**config.mk**
```make
export PLATFORM = sky130hd
export DESIGN_NAME = decode_stage
export DESIGN_NICKNAME = d
export VERILOG_FILES = /design/src/rtl/decode_stage.sv
export SDC_FILE = /design/constraint.sdc
export NUM_CORES = 1
export LEC_CHECK = 0
export ABC_CLOCK_PERIOD_IN_PS = 6500
export BUFFER_PORTS_ARGS = -buffer_cell sky130_fd_sc_hd__buf_2
export CAP_MARGIN = 10
export CORE_UTILIZATION = 41
export DETAILED_ROUTE_END_ITERATION = 10
export GPL_TIMING_DRIVEN = 0
export PLACE_DENSITY_LB_ADDON = 0.12
export SLEW_MARGIN = 15
export SYNTH_ARGS = -nofsm -noshare
export SYNTH_HDL_FRONTEND = slang
export SYNTH_SLANG_ARGS = --single-unit
```
**constraint.sdc**
```tcl
create_clock -name clk -period 6.5 [get_ports clk]
set_clock_uncertainty 0.2 [all_clocks]
set_input_delay 1.3 -clock clk [delete_from_list [all_inputs] [get_ports clk]]
set_output_delay 1.3 -clock clk [all_outputs]
set_load 0.01 [all_outputs]
```
**src/rtl/decode_stage.sv**
```systemverilog
// RV32I decode stage: register file, immediate generator, control decoder, load-use hazard and ID/EX register.
// Optional macro RF_WB_BYPASS_EN: register reads see a same-cycle writeback.
module decode_stage #(
    parameter int unsigned BITS   = 32,
    parameter int unsigned REG_AW = 5
) (
    input  logic              clk,
    input  logic              rst_n,
    input  logic [BITS-1:0]   IF_ID_Inst,
    input  logic [BITS-1:0]   IF_ID_PC,
    input  logic [BITS-1:0]   IF_ID_PC_INC,
    input  logic              IF_ID_HLT,
    input  logic              FLUSH,
    input  logic              LWCP_STALL,
    input  logic              WB_reg_wr,
    input  logic [REG_AW-1:0] WB_rd,
    input  logic [BITS-1:0]   WB_data,
    output logic              STALL,
    output logic [BITS-1:0]   ID_EX_rs1_data,
    output logic [BITS-1:0]   ID_EX_rs2_data,
    output logic [BITS-1:0]   ID_EX_imm,
    output logic [REG_AW-1:0] ID_EX_rs1,
    output logic [REG_AW-1:0] ID_EX_rs2,
    output logic [REG_AW-1:0] ID_EX_rd,
    output logic [2:0]        ID_EX_funct3,
    output logic              ID_EX_funct7b5,
    output logic [6:0]        ID_EX_opcode,
    output logic [BITS-1:0]   ID_EX_PC,
    output logic [BITS-1:0]   ID_EX_PC_INC,
    output logic              ID_EX_reg_wr,
    output logic              ID_EX_mem_rd,
    output logic              ID_EX_mem_wr,
    output logic              ID_EX_alu_src,
    output logic              ID_EX_branch,
    output logic              ID_EX_jump,
    output logic              ID_EX_HLT,
    output logic [1:0]        ID_EX_wb_sel
);

    localparam int unsigned NREG = 2 ** REG_AW;

    localparam logic [6:0] OP_R      = 7'b0110011;
    localparam logic [6:0] OP_IMM    = 7'b0010011;
    localparam logic [6:0] OP_LOAD   = 7'b0000011;
    localparam logic [6:0] OP_STORE  = 7'b0100011;
    localparam logic [6:0] OP_BRANCH = 7'b1100011;
    localparam logic [6:0] OP_JAL    = 7'b1101111;
    localparam logic [6:0] OP_JALR   = 7'b1100111;
    localparam logic [6:0] OP_LUI    = 7'b0110111;
    localparam logic [6:0] OP_AUIPC  = 7'b0010111;

    typedef struct packed {
        logic [BITS-1:0]   rs1_data;
        logic [BITS-1:0]   rs2_data;
        logic [BITS-1:0]   imm;
        logic [REG_AW-1:0] rs1;
        logic [REG_AW-1:0] rs2;
        logic [REG_AW-1:0] rd;
        logic [2:0]        funct3;
        logic              funct7b5;
        logic [6:0]        opcode;
        logic [BITS-1:0]   pc;
        logic [BITS-1:0]   pc_inc;
        logic              reg_wr;
        logic              mem_rd;
        logic              mem_wr;
        logic              alu_src;
        logic              branch;
        logic              jump;
        logic              hlt;
        logic [1:0]        wb_sel;
    } id_ex_t;

    function automatic id_ex_t bubble_f();
        id_ex_t b;
        b        = '0;
        b.opcode = OP_IMM;
        b.pc_inc = BITS'(4);
        return b;
    endfunction

    logic [BITS-1:0]   rf_mem [NREG];
    logic [6:0]        opcode;
    logic [REG_AW-1:0] rs1_idx;
    logic [REG_AW-1:0] rs2_idx;
    logic [BITS-1:0]   rs1_rd;
    logic [BITS-1:0]   rs2_rd;
    logic              rs1_used;
    logic              rs2_used;
    logic              stall_c;
    id_ex_t            dec;
    id_ex_t            id_ex_d;
    id_ex_t            id_ex_q;

    assign opcode  = IF_ID_Inst[6:0];
    assign rs1_idx = REG_AW'(IF_ID_Inst[19:15]);
    assign rs2_idx = REG_AW'(IF_ID_Inst[24:20]);

    // Register file storage is intentionally not reset; x0 is never written.
    always_ff @(posedge clk) begin
        if (WB_reg_wr && (WB_rd != '0)) begin
            rf_mem[WB_rd] <= WB_data;
        end
    end

    always_comb begin
        rs1_rd = (rs1_idx == '0) ? '0 : rf_mem[rs1_idx];
        rs2_rd = (rs2_idx == '0) ? '0 : rf_mem[rs2_idx];
`ifdef RF_WB_BYPASS_EN
        if (WB_reg_wr && (WB_rd != '0) && (WB_rd == rs1_idx)) rs1_rd = WB_data;
        if (WB_reg_wr && (WB_rd != '0) && (WB_rd == rs2_idx)) rs2_rd = WB_data;
`else
`endif
    end

    // Main decoder and immediate generator.
    always_comb begin
        dec          = '0;
        dec.rs1_data = rs1_rd;
        dec.rs2_data = rs2_rd;
        dec.rs1      = rs1_idx;
        dec.rs2      = rs2_idx;
        dec.rd       = REG_AW'(IF_ID_Inst[11:7]);
        dec.funct3   = IF_ID_Inst[14:12];
        dec.funct7b5 = IF_ID_Inst[30];
        dec.opcode   = opcode;
        dec.pc       = IF_ID_PC;
        dec.pc_inc   = IF_ID_PC_INC;
        dec.hlt      = IF_ID_HLT;
        rs1_used     = 1'b1;
        rs2_used     = 1'b0;
        case (opcode)
            OP_R: begin
                dec.reg_wr = 1'b1;
                rs2_used   = 1'b1;
            end
            OP_IMM: begin
                dec.reg_wr  = 1'b1;
                dec.alu_src = 1'b1;
                dec.imm     = {{(BITS-12){IF_ID_Inst[31]}}, IF_ID_Inst[31:20]};
            end
            OP_LOAD: begin
                dec.reg_wr  = 1'b1;
                dec.mem_rd  = 1'b1;
                dec.alu_src = 1'b1;
                dec.wb_sel  = 2'd1;
                dec.imm     = {{(BITS-12){IF_ID_Inst[31]}}, IF_ID_Inst[31:20]};
            end
            OP_STORE: begin
                dec.mem_wr  = 1'b1;
                dec.alu_src = 1'b1;
                rs2_used    = 1'b1;
                dec.imm     = {{(BITS-12){IF_ID_Inst[31]}}, IF_ID_Inst[31:25], IF_ID_Inst[11:7]};
            end
            OP_BRANCH: begin
                dec.branch = 1'b1;
                rs2_used   = 1'b1;
                dec.imm    = {{(BITS-13){IF_ID_Inst[31]}}, IF_ID_Inst[31], IF_ID_Inst[7],
                              IF_ID_Inst[30:25], IF_ID_Inst[11:8], 1'b0};
            end
            OP_JAL: begin
                dec.reg_wr = 1'b1;
                dec.jump   = 1'b1;
                dec.wb_sel = 2'd2;
                rs1_used   = 1'b0;
                dec.imm    = {{(BITS-21){IF_ID_Inst[31]}}, IF_ID_Inst[31], IF_ID_Inst[19:12],
                              IF_ID_Inst[20], IF_ID_Inst[30:21], 1'b0};
            end
            OP_JALR: begin
                dec.reg_wr  = 1'b1;
                dec.jump    = 1'b1;
                dec.alu_src = 1'b1;
                dec.wb_sel  = 2'd2;
                dec.imm     = {{(BITS-12){IF_ID_Inst[31]}}, IF_ID_Inst[31:20]};
            end
            OP_LUI, OP_AUIPC: begin
                dec.reg_wr  = 1'b1;
                dec.alu_src = 1'b1;
                rs1_used    = 1'b0;
                dec.imm     = {{(BITS-32){IF_ID_Inst[31]}}, IF_ID_Inst[31:12], 12'b0};
            end
            default: begin
            end
        endcase
    end

    // Load-use hazard against the instruction currently in EX.
    assign stall_c = ~FLUSH && id_ex_q.mem_rd && (id_ex_q.rd != '0) &&
                     ((rs1_used && (rs1_idx == id_ex_q.rd)) ||
                      (rs2_used && (rs2_idx == id_ex_q.rd)));
    assign STALL   = stall_c;

    always_comb begin
        id_ex_d = id_ex_q;
        if (LWCP_STALL) begin
            id_ex_d = id_ex_q;
        end else if (FLUSH || stall_c) begin
            id_ex_d = bubble_f();
        end else begin
            id_ex_d = dec;
        end
    end

    always_ff @(posedge clk) begin
        if (!rst_n) begin
            id_ex_q <= bubble_f();
        end else begin
            id_ex_q <= id_ex_d;
        end
    end

    assign ID_EX_rs1_data = id_ex_q.rs1_data;
    assign ID_EX_rs2_data = id_ex_q.rs2_data;
    assign ID_EX_imm      = id_ex_q.imm;
    assign ID_EX_rs1      = id_ex_q.rs1;
    assign ID_EX_rs2      = id_ex_q.rs2;
    assign ID_EX_rd       = id_ex_q.rd;
    assign ID_EX_funct3   = id_ex_q.funct3;
    assign ID_EX_funct7b5 = id_ex_q.funct7b5;
    assign ID_EX_opcode   = id_ex_q.opcode;
    assign ID_EX_PC       = id_ex_q.pc;
    assign ID_EX_PC_INC   = id_ex_q.pc_inc;
    assign ID_EX_reg_wr   = id_ex_q.reg_wr;
    assign ID_EX_mem_rd   = id_ex_q.mem_rd;
    assign ID_EX_mem_wr   = id_ex_q.mem_wr;
    assign ID_EX_alu_src  = id_ex_q.alu_src;
    assign ID_EX_branch   = id_ex_q.branch;
    assign ID_EX_jump     = id_ex_q.jump;
    assign ID_EX_HLT      = id_ex_q.hlt;
    assign ID_EX_wb_sel   = id_ex_q.wb_sel;

endmodule

```
# Word level (Yosys, flattened, before mapping)
# Memory sizes are Yosys's and may differ from the RTL's.
# Cells that the tools add are included.
# totals
register_bits,195
latchBits,0
ramBits,1024
romBits,0
input_bits,139
out_inout_bits,196
n_memories,1
# classes
n_addsub,0
mul,0
div_mod_pow,0
magnitude_cmp,0
n_eq_ne,11
n_shift,0
n_mux,15
bitwise,1
reduce_logical,19
# mem_list
name,depth,width,read_ports,rd_clocked_by_memory_dff,write_ports,line,text
rf_mem,32,32,2,0,1,82,logic [BITS-1:0] rf_mem [NREG];
# op_table
op,count
$mux W195,1
$pmux W32 S5,1
$mux W32,2
$eq A7 B6 Y1 const B,3
$eq A7 B7 Y1 const B,3
$eq A7 B5 Y1 const B,2
$eq A5 B5 Y1,2
$logic_not A5 Y1,2
$mux W1,10
$reduce_bool A5 Y1,2
$reduce_or A3 Y1,3
$eq A7 B2 Y1 const B,1
$reduce_or A7 Y1,1
$logic_and A1 B1 Y1,6
$reduce_or A6 Y1,1
$pmux W2 S2,1
$reduce_or A2 Y1,2
$logic_or A1 B1 Y1,2
$not A1 Y1,1

# Depth between registers and ports, before layout
# depth
depth_word,8
mapped_depth,11
ltp_nobuf,6

# Worst setup path after synthesis
# No wires, ideal clock.
# synth_path
kind,in2out
startpoint,input IF_ID_Inst[4]
endpoint,output STALL
arrival_ns,2.385
path_slack_ns,2.615
cell_stages,5
n_path_buf,1
cell_sequence,buf_6 > or3b_1 > a21oi_4 > or4_4 > o21ai_0
# synth_via
elab_chain_cells,6
word_cells_on_any_way,14
# synth_rtl
item,line,text
from (decl),9,"input logic [BITS-1:0] IF_ID_Inst,"
"$eq A7 B7 Y1, or another cell as far along",132,case (opcode)
$reduce_or A3 Y1 (no source line),--,
$mux W1,132,
"$logic_and A1 B1 Y1, on equally long branches","189, 190",
$logic_or A1 B1 Y1 (*),189,((rs1_used && (rs1_idx == id_ex_q.rd)) ||
$logic_and A1 B1 Y1 (*),188,assign stall_c = ~FLUSH && id_ex_q.mem_rd && (id_ex_q.rd != '0) &&
to (decl),18,"output logic STALL,"
# Mark *: on every way between the ends. The rest lies on a longest branch, timed or not.

# Worst setup path in the final report
# layout_path
startpoint,input IF_ID_Inst[24]
endpoint,"register id_ex_q, in the netlist ID_EX_rs2_data[29]"
# layout_via
elab_chain_cells,6
word_cells_on_any_way,9
# layout_rtl
item,line,text
branches (longest 5 deep; another with $mem_v2 Z32 W32),--,
$mux W195 (*),197,end else if (FLUSH || stall_c) begin
to (signal assigned),206,id_ex_q <= bubble_f();
to (signal assigned),208,id_ex_q <= id_ex_d;
to (decl),93,id_ex_t id_ex_q;
# Every way passes the cells marked *.
# A chain may end at the register's enable or synchronous reset.

==> results.tsv <==
stage	metric	value	unit
run_status	outcome	complete, but fails checks	
run_status	failed_checks	DRC	
floorplanning	die_h	367	um
route	drtIter0Drc	4997	
synthesis	synth_flop_cell	edfxtp_1	
route	viasPerCell	6.41	
synthesis	synth-compound-area-share	7.11	%
worst_hold_path	hold_class	register to register	
cts	numCtsBuffers	137	
sta	setup_tns	0	ns
global_route	met2_usage	47.4	%
critical_path	regToRegSetupSlack	3.61	ns
synthesis	synth_area	54600	um2
global_route	grt_pass1_wl	276000	um
cts	clock_latency	0.78	ns
final_layout	drive_gt1_share	32.8	%
place	port_buffers	327	
route	avgRoutedWirePerCell	36.4	um
critical_path	regToRegEndpoint	ID_EX_rs1_data[14]	
synthesis	yosysSeqAreaShare	63.4	%
global_route	use_met1	39.5	%
route	vias	35300	
cts	clk_path_buf_depth	3	
critical_path	cp-endpoint	ID_EX_rs2_data[29]	
critical_path	reg2reg_from	ID_EX_rd[0]	
floorplanning	die_area	135000	um2
synthesis	syn_avg_cell_area	17.7	um2
critical_path	cp_max_fo	10	
synthesis	postSynthCellCount	3088	
synthesis	synth_xor_area_share	0.160	%
sta	final-hold-violation-count	0	
synthesis	synth_seq_cells	1218	
sta	max_freq	194	MHz
critical_path	endpoint_kind	register	
route	routed_wl	200000	um
cts	ctsHoldBuffers	0	
global_route	grt.busiest_layer	met2	
synthesis	synth_simple_gate_area_share	3.63	%
critical_path	critPathLaunchType	input pin	
power	ir_drop	0.200	mV
global_route	grt.total_usage	29.5	%
cts	htree_levels	4	
power	power.total	17.8	mW
final_layout	layout.nets	3784	
critical_path	crit_chain	buf_2, clkbuf_1, buf_2, nand3_1, clkbuf_1, o22ai_1, a211oi_1, a32o_1	
sta	worstMarginPinSlew	1.30	ns
sta	rsz0062_at_grt	false	
floorplanning	design.core.area	132000	um2
cts	clock-root-buffer	clkbuf_16	
place	dp_hpwl	143000	um
global_route	first_global_vias	35700	
cts	cts_tree	yes	
sta	min_period_over_period	79.3	%
cts	cts_sinks	1218	
sta	finalSetupViolCount	0	
route	dr.pass1.iters	9	
synthesis	synth_adder_area_share	0	%
global_route	use_met3	6.83	%
critical_path	crit_required	6.97	ns
critical_path	cpPeakStageDelay	0.90	ns
critical_path	worst-r2r-cell-count	7	
critical_path	crit_slowest_cell	clkbuf_1	
global_route	grt_max_degree	33	
cts	cts_setup_buffers	0	
synthesis	synth_mux_area_share	23.3	%
floorplanning	rows	133	
synthesis	synth_edf_count	1024	
sta	hold_slack	0.261	ns
power	cellLeakagePower	21.9	nW
sta	slew_violations	0	
floorplanning	die_w	367	um
flow_run	maxCapViolations	0	
route	ant_nets	0	
sta	fin_ws	1.35	ns
floorplanning	initial_core_util	41.4	%
critical_path	cp.arrival	5.62	ns
cts	clkSlewWorstSetupHoldPaths	0.06	ns
global_route	grt_overflow	0	
power	power_density	277	nW/um2
place	globalplace.congestion	0.921	
synthesis	synthArstFlopShare	0	%
floorplanning	pin_count	335	
synthesis	synth.distinct_cells	62	
final_layout	syn_to_final_growth	18.0	%
route	drc	2	
sta	period_minus_slack	5.15	ns
sta	max_slew_margin	13.3	%
critical_path	crit_type	input pin to register	
place	pre_cts_ws	0.786	ns
cts	cts_resized	0	
global_route	antenna_found_initial	4	
synthesis	synth_top_family_by_area	multiplexers	
synthesis	yosysWarnings	0	
critical_path	startpoint	IF_ID_Inst[24]	
==> kinds of logic (layout without fill, tap and decap cells) <==
family | after synthesis | in the layout
AO/OA/AOI/OAI | 524 | 524
XOR/XNOR | 10 | 10
buffers and inverters | 264 | 890
flip-flops | 1218 | 1218
multiplexers | 706 | 706
other | 1 | 34
AND/OR/NAND/NOR | 365 | 365
==> through the flow <==
stage	instances	util [%]	cell area [um2]
2_1_floorplan	3119	-	54700
3_3_place_gp	5201	44.4	58500
3_5_place_dp	5261	45.7	60200
4_1_cts	5500	48.9	64400
5_1_grt	5501	48.9	64400
6_report	5502	48.9	64400
==> critical path: cells and delay by family <==
family / cells / cell delay [ns]
simple gates: 1 / 0.90
compound gates: 3 / 0.95
buf+inv: 4 / 2.43
==> layer usage <==
layer  routed length (um)  share of wire [%]  vias to the layer above
li1                     -                  -                    14000
met1                79300                 40                    18700
met2                94700                 47                     2237
met3                19500                9.7                      371
met4                 6960                3.5                        2
met5                    7             0.0035                        -
==> report_power, final <==
| group | switching (mW) | total, mW | internal (mW) | leakage (nW) |
|---|---|---|---|---|
| logic | 0.983 | 1.60 | 0.621 | 8.94 |
| registers | 0.0822 | 8.68 | 8.60 | 10.8 |
| clock network | 3.16 | 7.54 | 4.39 | 2.11 |
| total | 4.22 | 17.8 | 13.6 | 21.9 |
==> placed cells by master, fill, tap and decap left out, types with 35 or more instances in the layout <==
cell type,count
buf_12,37
a21oi_1,78
a22oi_1,133
clkbuf_1,141
mux4_2,448
a32o_1,63
nand2_1,86
a211oi_1,66
nor2b_1,150
o21ai_0,42
dfxtp_1,194
buf_2,416
mux2i_1,225
clkbuf_16,141
edfxtp_1,1024
o22ai_1,36
nand2b_1,35
==> final cells by class <==
class | count | area (um2)
fillers | 11100 | 67400
flip-flops and latches | 1218 | 34600
multi-input cells | 1637 | 19000
clock buffers | 182 | 3790
repair buffers | 387 | 3010
well taps | 1755 | 2200
plain buffers | 260 | 1290
clock inverters | 57 | 473
inverters | 4 | 15.0
diodes | 2 | 5.00
==> state kept, by name (all words and copies together) (netlist names), 5 cells and up <==
signal	count
rf_mem	1024
ID_EX_rs2_data	32
ID_EX_PC	32
ID_EX_rs2	5
ID_EX_opcode	7
ID_EX_PC_INC	32
ID_EX_imm	32
ID_EX_rd	5
ID_EX_rs1	5
ID_EX_rs1_data	32
==> Yosys cell counts (30+ instances only) <==
cell / instances / area share, %
mux2i_1: 225 / 4.1
edfxtp_1: 1024 / 56
nor2b_1: 150 / 1.7
o22ai_1: 36 / 0.41
a32o_1: 63 / 1.2
mux2_2: 33 / 0.68
a21oi_1: 78 / 0.72
o22a_1: 30 / 0.48
nand2_1: 86 / 0.59
mux4_2: 448 / 18
a22oi_1: 133 / 1.8
o21ai_0: 42 / 0.39
clkbuf_1: 118 / 0.81
nand2b_1: 35 / 0.40
a211oi_1: 66 / 0.91
buf_2: 86 / 0.79
nor2_1: 44 / 0.30
dfxtp_1: 194 / 7.1
==> worst min path at each step <==
stage / from / end / slack (ns) / depth (start not counted)
after global routing: ID_EX_rs2_data[8] / ID_EX_rs2_data[8] / 0.29 / 1
after detailed placement: ID_EX_rs2_data[1] / ID_EX_rs2_data[1] / 0.25 / 1
after CTS: ID_EX_rs2_data[1] / ID_EX_rs2_data[1] / 0.26 / 1
after global placement: ID_EX_rs2_data[3] / ID_EX_rs2_data[3] / 0.25 / 1
final: ID_EX_rs2_data[1] / ID_EX_rs2_data[1] / 0.26 / 1
after floorplan: ID_EX_imm[11] / ID_EX_imm[11] / 0.28 / 2
No activity file was read; power rests on OpenSTA's default activity.
